File: src/rtl/line_window_gen.sv
// Sliding KxK window generator for a binary raster stream.
// A (K-1)-line shift chain feeds registered window taps. An IDLE/RUN/DONE FSM handles frame start, abort and completion.
module line_window_gen #(
    parameter int MAX_W = 28,
    parameter int MAX_H = 28,
    parameter int K     = 3
) (
    input  logic           clk,
    input  logic           rst,
    input  logic           start,
    input  logic [7:0]     img_w,
    input  logic [7:0]     img_h,
    input  logic           din_valid,
    input  logic           din,
    output logic [K*K-1:0] win,
    output logic           win_valid,
    output logic           busy,
    output logic           frame_done,
    output logic           cfg_err
);

    localparam int CHAIN_LEN = (K - 1) * MAX_W + K;
    localparam int OFF_W     = $clog2(CHAIN_LEN);
    localparam int CW        = $clog2(MAX_W);
    localparam int RW        = $clog2(MAX_H);

    typedef enum logic [1:0] {
        S_IDLE,
        S_RUN,
        S_DONE
    } state_t;

    state_t               state_q;
    logic [7:0]           w_lat_q;
    logic [7:0]           h_lat_q;
    logic [CW-1:0]        col_q;
    logic [RW-1:0]        row_q;
    logic [K*K-1:0]       win_q;
    logic                 win_valid_q;
    logic                 frame_done_q;
    logic                 cfg_err_q;

    // The register holds the older CHAIN_LEN-1 pixels.
    // Together with din it forms the full chain as seen after the shift.
    logic [CHAIN_LEN-2:0] chain_q;
    logic [CHAIN_LEN-1:0] chain_d;
    logic [K*K-1:0]       win_d;
    logic [OFF_W-1:0]     off;
    logic                 cfg_ok;
    logic                 start_ok;
    logic                 accept;
    logic                 col_last;
    logic                 row_last;
    logic                 win_pos;

    // NOTE: every signal assigned in always_comb gets a value on every path, otherwise a latch is inferred.
    always_comb begin
        cfg_ok   = (img_w >= 8'(K)) && (img_w <= 8'(MAX_W)) &&
                   (img_h >= 8'(K)) && (img_h <= 8'(MAX_H));
        start_ok = start && cfg_ok;
        accept   = (state_q == S_RUN) && din_valid && !start_ok;
        col_last = (col_q == CW'(w_lat_q - 8'd1));
        row_last = (row_q == RW'(h_lat_q - 8'd1));
        win_pos  = (row_q >= RW'(K - 1)) && (col_q >= CW'(K - 1));
        chain_d  = {chain_q, din};
        win_d    = '0;
        off      = '0;
        for (int r = 0; r < K; r++) begin
            for (int c = 0; c < K; c++) begin
                off            = OFF_W'(K - 1 - r) * OFF_W'(w_lat_q) + OFF_W'(K - 1 - c);
                win_d[r*K + c] = chain_d[off];
            end
        end
    end

    // NOTE: the line store has no reset; every tap is overwritten by pixels of the current frame before it is used.
    always_ff @(posedge clk) begin
        if (accept) begin
            chain_q <= chain_d[CHAIN_LEN-2:0];
        end
    end

    always_ff @(posedge clk) begin
        if (rst) begin
            state_q      <= S_IDLE;
            w_lat_q      <= '0;
            h_lat_q      <= '0;
            col_q        <= '0;
            row_q        <= '0;
            win_q        <= '0;
            win_valid_q  <= 1'b0;
            frame_done_q <= 1'b0;
            cfg_err_q    <= 1'b0;
        end else begin
            win_valid_q  <= 1'b0;
            frame_done_q <= 1'b0;
            cfg_err_q    <= start && !cfg_ok;
            if (state_q == S_DONE) begin
                state_q <= S_IDLE;
            end

            if (start_ok) begin
                state_q <= S_RUN;
                w_lat_q <= img_w;
                h_lat_q <= img_h;
                col_q   <= '0;
                row_q   <= '0;
            end else if (accept) begin
                if (col_last) begin
                    col_q <= '0;
                    row_q <= row_q + RW'(1);
                end else begin
                    col_q <= col_q + CW'(1);
                end
                if (win_pos) begin
                    win_valid_q <= 1'b1;
                    win_q       <= win_d;
                end
                if (row_last && col_last) begin
                    frame_done_q <= 1'b1;
                    state_q      <= S_DONE;
                end
            end
        end
    end

    assign win        = win_q;
    assign win_valid  = win_valid_q;
    assign frame_done = frame_done_q;
    assign cfg_err    = cfg_err_q;
    assign busy       = (state_q == S_RUN);

endmodule

File: config.mk
export PLATFORM = sky130hd
export DESIGN_NAME = line_window_gen
export DESIGN_NICKNAME = d
export VERILOG_FILES = /design/src/rtl/line_window_gen.sv
export SDC_FILE = /design/constraint.sdc
export NUM_CORES = 1
export LEC_CHECK = 0
export ABC_CLOCK_PERIOD_IN_PS = 3400
export CORE_ASPECT_RATIO = 0.5
export CORE_MARGIN = 2
export CORE_UTILIZATION = 57
export DETAILED_ROUTE_END_ITERATION = 16
export PLACE_DENSITY = 0.78
export SYNTH_ARGS = -nofsm -noshare
export SYNTH_HDL_FRONTEND = slang
export SYNTH_SLANG_ARGS = --single-unit
File: constraint.sdc
create_clock -name clk -period 3.4 [get_ports clk]
set_input_delay 0.51 -clock clk [delete_from_list [all_inputs] [get_ports clk]]
set_output_delay 0.51 -clock clk [all_outputs]
set_load 0.05 [all_outputs]
# Word-level counts from Yosys, hierarchy flattened

Cells that the tools add are included.

Bits in registers: 93
Bits of input ports: 21
Output and inout bits: 13
Word-level logic and storage cells: 71

Add/subtract/negate cells: 8
$lt $le $gt $ge: 12
Equal/unequal tests: 4
Multiplexer cells: 19
Bitwise operators: 2
Reduce and logical (&&, ||, !) cells: 15

Operator list:

| kind                                                        | count |
|---|---|
| less-than comparator 6 x 7 -> 1 bit (second input constant) | 6 |
| binary-select mux 1 bit (select 6 bit)                      | 5 |
| >= comparator 8 x 2 -> 1 bit (second input constant)        | 2 |
| <= comparator 8 x 5 -> 1 bit (second input constant)        | 2 |
| adder 6 x 1 -> 6 bit (second input constant)                | 2 |
| adder 6 x 2 -> 6 bit (second input constant)                | 2 |
| adder 5 x 1 -> 5 bit (second input constant)                | 2 |
| equality test 5 bit                                         | 2 |
| >= comparator 5 x 2 -> 1 bit (second input constant)        | 2 |
| subtractor 5 x 1 -> 5 bit (second input constant)           | 2 |
| logical AND 1 bit                                           | 9 |
| 2-to-1 mux 1 bit                                            | 9 |
| 2-to-1 mux 2 bit                                            | 3 |
| binary-select mux 1 bit (select 5 bit)                      | 1 |
| 2-to-1 mux 5 bit                                            | 1 |
| AND reduction 3 bit                                         | 1 |
| OR reduction 3 bit                                          | 1 |
| equality test 2 x 1 -> 1 bit (second input constant)        | 1 |
| equality test 2 bit (second input constant)                 | 1 |
| logical NOT 1 bit                                           | 2 |
| NOT 1 bit                                                   | 2 |
| AND reduction 2 bit                                         | 1 |
| OR reduction 2 bit                                          | 1 |

# Depth between registers and ports, before layout

Depth in word-level cells: 9
Depth in mapped cells: 14
Depth with buffers taken out: 9

# Worst setup path before layout

OpenSTA, ideal clock, no wires.

Path kind: flip-flop to flip-flop
Start point: register state_q[0]
End point: register win_q[5] (netlist: win[5])
Setup time: 132 ps
Arrival time: 2745 ps
Required time: 3268 ps
Slack: 524 ps
Stages on the path, launching flop included: 8
Cell sequence: dfxtp_1 nor2b_1 nand2_1 a31o_4 clkinv_2 nand2_1 a311oi_1 nor3_1

Cells in the longest elaborated chain, start to end: 4

Ends and longest elaborated chain:

| element                        | RTL line | RTL |
|---|---|---|
| start: declaration             | 33       | `state_t state_q;` |
| start signal: assignment       | 85       | `state_q <= S_IDLE;` |
| start signal: assignment       | 99       | `state_q <= S_IDLE;` |
| start signal: assignment       | 103      | `state_q <= S_RUN;` |
| equality test 2 x 1 -> 1 bit   | --       |  |
| via busy                       | 17       | `output logic busy,` |
| logical AND 1 bit (2 in a row) | 61       | `accept = (state_q == S_RUN) && din_valid && !start_ok;` |
| AND reduction 3 bit (no line)  | --       |  |
| end signal: assignment         | 117      | `win_q <= win_d;` |
| end: declaration               | 38       | `logic [K*K-1:0] win_q;` |

The timed path passes the listed nets, and every way through them passes these cells.
A chain may end at the register's enable or synchronous reset.

# Worst setup path in the final report

Start point: register w_lat_q[2]
End point: register win_q[3] (netlist: win[3])

Cells in the longest elaborated chain, start to end: 3

Ends and longest elaborated chain:

| element                                | RTL line | RTL |
|---|---|---|
| start: declaration                     | 34       | `logic [7:0] w_lat_q;` |
| start signal: assignment               | 104      | `w_lat_q <= img_w;` |
| adder 6 x 2 -> 6 bit                   | 70       | `off = OFF_W'(K - 1 - r) * OFF_W'(w_lat_q) + OFF_W'(K - 1 - c);` |
| binary-select mux 1 bit (select 6 bit) | 71       | `win_d[r*K + c] = chain_d[off];` |
| 2-to-1 mux 1 bit (implied by the code) | 71       |  |

No other way between the ends. The select of a mux whose other input is x is not followed.

==> run metrics <==
DPL Wire Length=9712 µm; Power, Total=2.307 mW; first drt pass iteration count=6; die area=0.01132 mm²; Max-cap violations=0; routed wire length=14150 µm; io pins=34; WL per Instance=22.32 µm; post-synthesis mux area share=28.52%; CP peak stage delay=0.69 ns; CTS Root Cell=clkbuf_16; setup skew after layout=0.005527 ns; Max VDD drop=0.0001879 V; crit end category=flop; final setup vio count=0; largest fanout on the critical path=11; Post-Syn Area=0.005949 mm²; Max Slew Vio Count=0; reg2reg start=w_lat_q[2]$_SDFFE_PP0P_; fillcell total=741; hold-fix buffers at CTS=0; Worst setup startpoint=w_lat_q[2]$_SDFFE_PP0P_; ranking of synthesized cells by area=edfxtp_1 29%, mux4_2 19%, dfxtp_1 12%, mux4_1 4.9%, mux2i_1 4.5%; most frequent cells in the layout=58 x edfxtp_1, 50 x mux4_2, 42 x nor2_1, 33 x dfxtp_1, 33 x clkdlybuf4s50_1; Leakage=2.152 nW; Worst setup SP type=flop; Initial Util=58.43%; post-synthesis simple-gate area fraction=10.20%; sequential area share after synthesis=41.05%; CTS tree=done; overall routing resource usage=26.16%; Fin. Hold Viols=0; largest net degree at the start of global routing=73; arrival time worst endpoint=3.09 ns; yosys warns=0; share of cells above drive strength 1=19.43%; Seq cells post-synth=93; post-synthesis cell type count=62; outcome=finished, final reports clean; actual slew at the worst max-slew pin=0.9494 ns; CP delay by family, top=multiplexers; Final Cycle Share=84.83%; main combinational cell family by area after synthesis=multiplexers; Hold Startpoint=win[8]$_SDFFE_PP0P_; total gr overflow=0; crit-path cells=inv_1 > ha_1 > mux4_2 > mux4_2 > o21ai_0 > a311oi_1; Synth Area in Adders=2.103%; DR vias/cell=6.785; n_diodes=0; area grow syn2layout=12.74%; fmax=346.7 MHz; post-layout min period=2.884 ns; total core area=0.01018 mm²; Final #Nets=520; async set-or-reset flop fraction in the synthesized netlist=0%; Buf/Inv on CP=1; PortBufs=33; most common cell after layout, fill and taps aside=edfxtp_1; fin util=65.88%; Min-Delay Path Class=reg -> reg; Rel. slew slack=36.71%; setup bufs post-CTS=0; post_cts resized=0; DRC viols=0; Synth Net Count=491; setup tns final=0 ns; num rows=26; cell mode on critical path=mux4_2; PwrDens=343.9 mW/mm²; DRT iter0 DRCs=608; initial antenna violation count=0; Synth Flop Type=edfxtp_1; chip width=148.5 µm; Setup Crit Path Kind=reg -> reg; Cells after Synth=460; Synth Area in Compound Gates=9.106%; gp weighted congestion=0.9791; # clock sinks=93; vias in the first global route=4028; EDFF count, synth=58; Clock Latency Late Sink=0.35 ns; Clock Path Buffers=2; CTS Buf Count=9; via count=4302; XOR/XNOR share of the synthesized area=5.068%; Reg clk slew, reported paths=0.07 ns; WP data required=3.61 ns; Avg Inst Size Synth=12.93 µm²; first-pass GRT wire length=22600 µm; H-tree lvl count=3; Slowest-stage cell, CP=ha_1; RSZ-0062 raised after global routing=false; Die Y=76.24 µm; top-area cell type share of the netlist area=29.27%; post-synth top area cell=edfxtp_1; post-route ant nets=0
==> final timing paths <==
check                        end  slack (ns)  depth (start not counted)
max          win[3]$_SDFFE_PP0P_        0.52                          6
min          win[8]$_SDFFE_PP0P_        0.47                          2
max reg2reg  win[3]$_SDFFE_PP0P_        0.52                          6
min reg2reg  win[8]$_SDFFE_PP0P_        0.47                          2
==> cell type report <==
cell class / count / area [µm²] / share of cell area [%]
Clock buffer: 11 / 275.3 / 4.104
Inverter: 12 / 46.29 / 0.6902
Multi-Input combinational cell: 325 / 3272 / 48.78
Sequential cell: 93 / 2447 / 36.49
Timing Repair Buffer: 48 / 455.4 / 6.790
Clock inverter: 5 / 36.28 / 0.5409
Tap cell: 140 / 175.2 / 2.611
==> logic make-up after synthesis <==
group           count (synthesis)
flops                          93
buf+inv                        42
compound gates                 74
simple gates                  124
fa+ha+maj                      10
mux                            89
xor+xnor                       28
==> synth_stat cells (3+ instances only) <==
cell and count:
edfxtp_1 58, mux4_2 50, nor2_1 42, dfxtp_1 35
mux2i_1 27, nand2_1 24, xnor2_1 15, nand3_1 14
a21oi_1 13, buf_2 13, o21ai_0 12, mux4_1 11
ha_1 10, inv_1 10, xor2_1 10, nor3_1 9
o22ai_1 9, nand2b_1 8, nand4_1 7, buf_6 6
a211oi_1 5, o221ai_1 5, a311oi_1 4, buf_4 4
clkbuf_1 4, nor2b_1 4, o211ai_1 4, and2_1 3
buf_1 3, nand3b_1 3
==> stage by stage <==
step           instances  hold slack [ns]  worst slack [ns]  area (µm²)
5_1_grt              634           0.4866            0.3772        6708
6_report             634           0.4703            0.5159        6708
4_1_cts              634           0.4715            0.5467        6708
3_5_place_dp         618           0.4629            0.5390        6396
2_1_floorplan        460           0.4450            0.5236        5949
3_3_place_gp         618           0.4521            0.6229        6396
==> report_power, final <==
| group | internal (mW) | total, mW | leakage (nW) | switching, mW |
|---|---|---|---|---|
| Clock | 0.591 | 1.04 | 0.157 | 0.452 |
| Combinational | 0.0398 | 0.0754 | 1.22 | 0.0356 |
| Sequential | 1.19 | 1.19 | 0.778 | 0.00243 |
==> worst register-to-register path, stage by stage, from the launching register on <==
cell,delay [ns]
dfxtp_1,0.49
inv_1,0.19
ha_1,0.69
mux4_2,0.59
mux4_2,0.47
o21ai_0,0.20
a311oi_1,0.12
==> sequential cells by signal, indices dropped and copies added (netlist names) <==
| name | flops |
|---|---|
| w_lat_q | 6 |
| frame_done | 1 |
| cfg_err | 1 |
| col_q | 5 |
| row_q | 5 |
| win | 9 |
| chain_q | 58 |
| state_q | 2 |
| win_valid | 1 |
| h_lat_q | 5 |
==> per-layer routing <==
layer | wire (µm) | share of wire (%) | vias up | track usage, %
li1 | - | - | 1901 | -
met1 | 5951 | 42 | 2105 | 38.16
met3 | 1551 | 11 | 29 | 8.982
met5 | 0 | 0 | - | 0
met2 | 6430 | 45 | 267 | 37.96
met4 | 214 | 1.5 | 0 | 6.476
Power figures use the tool's default switching activity.
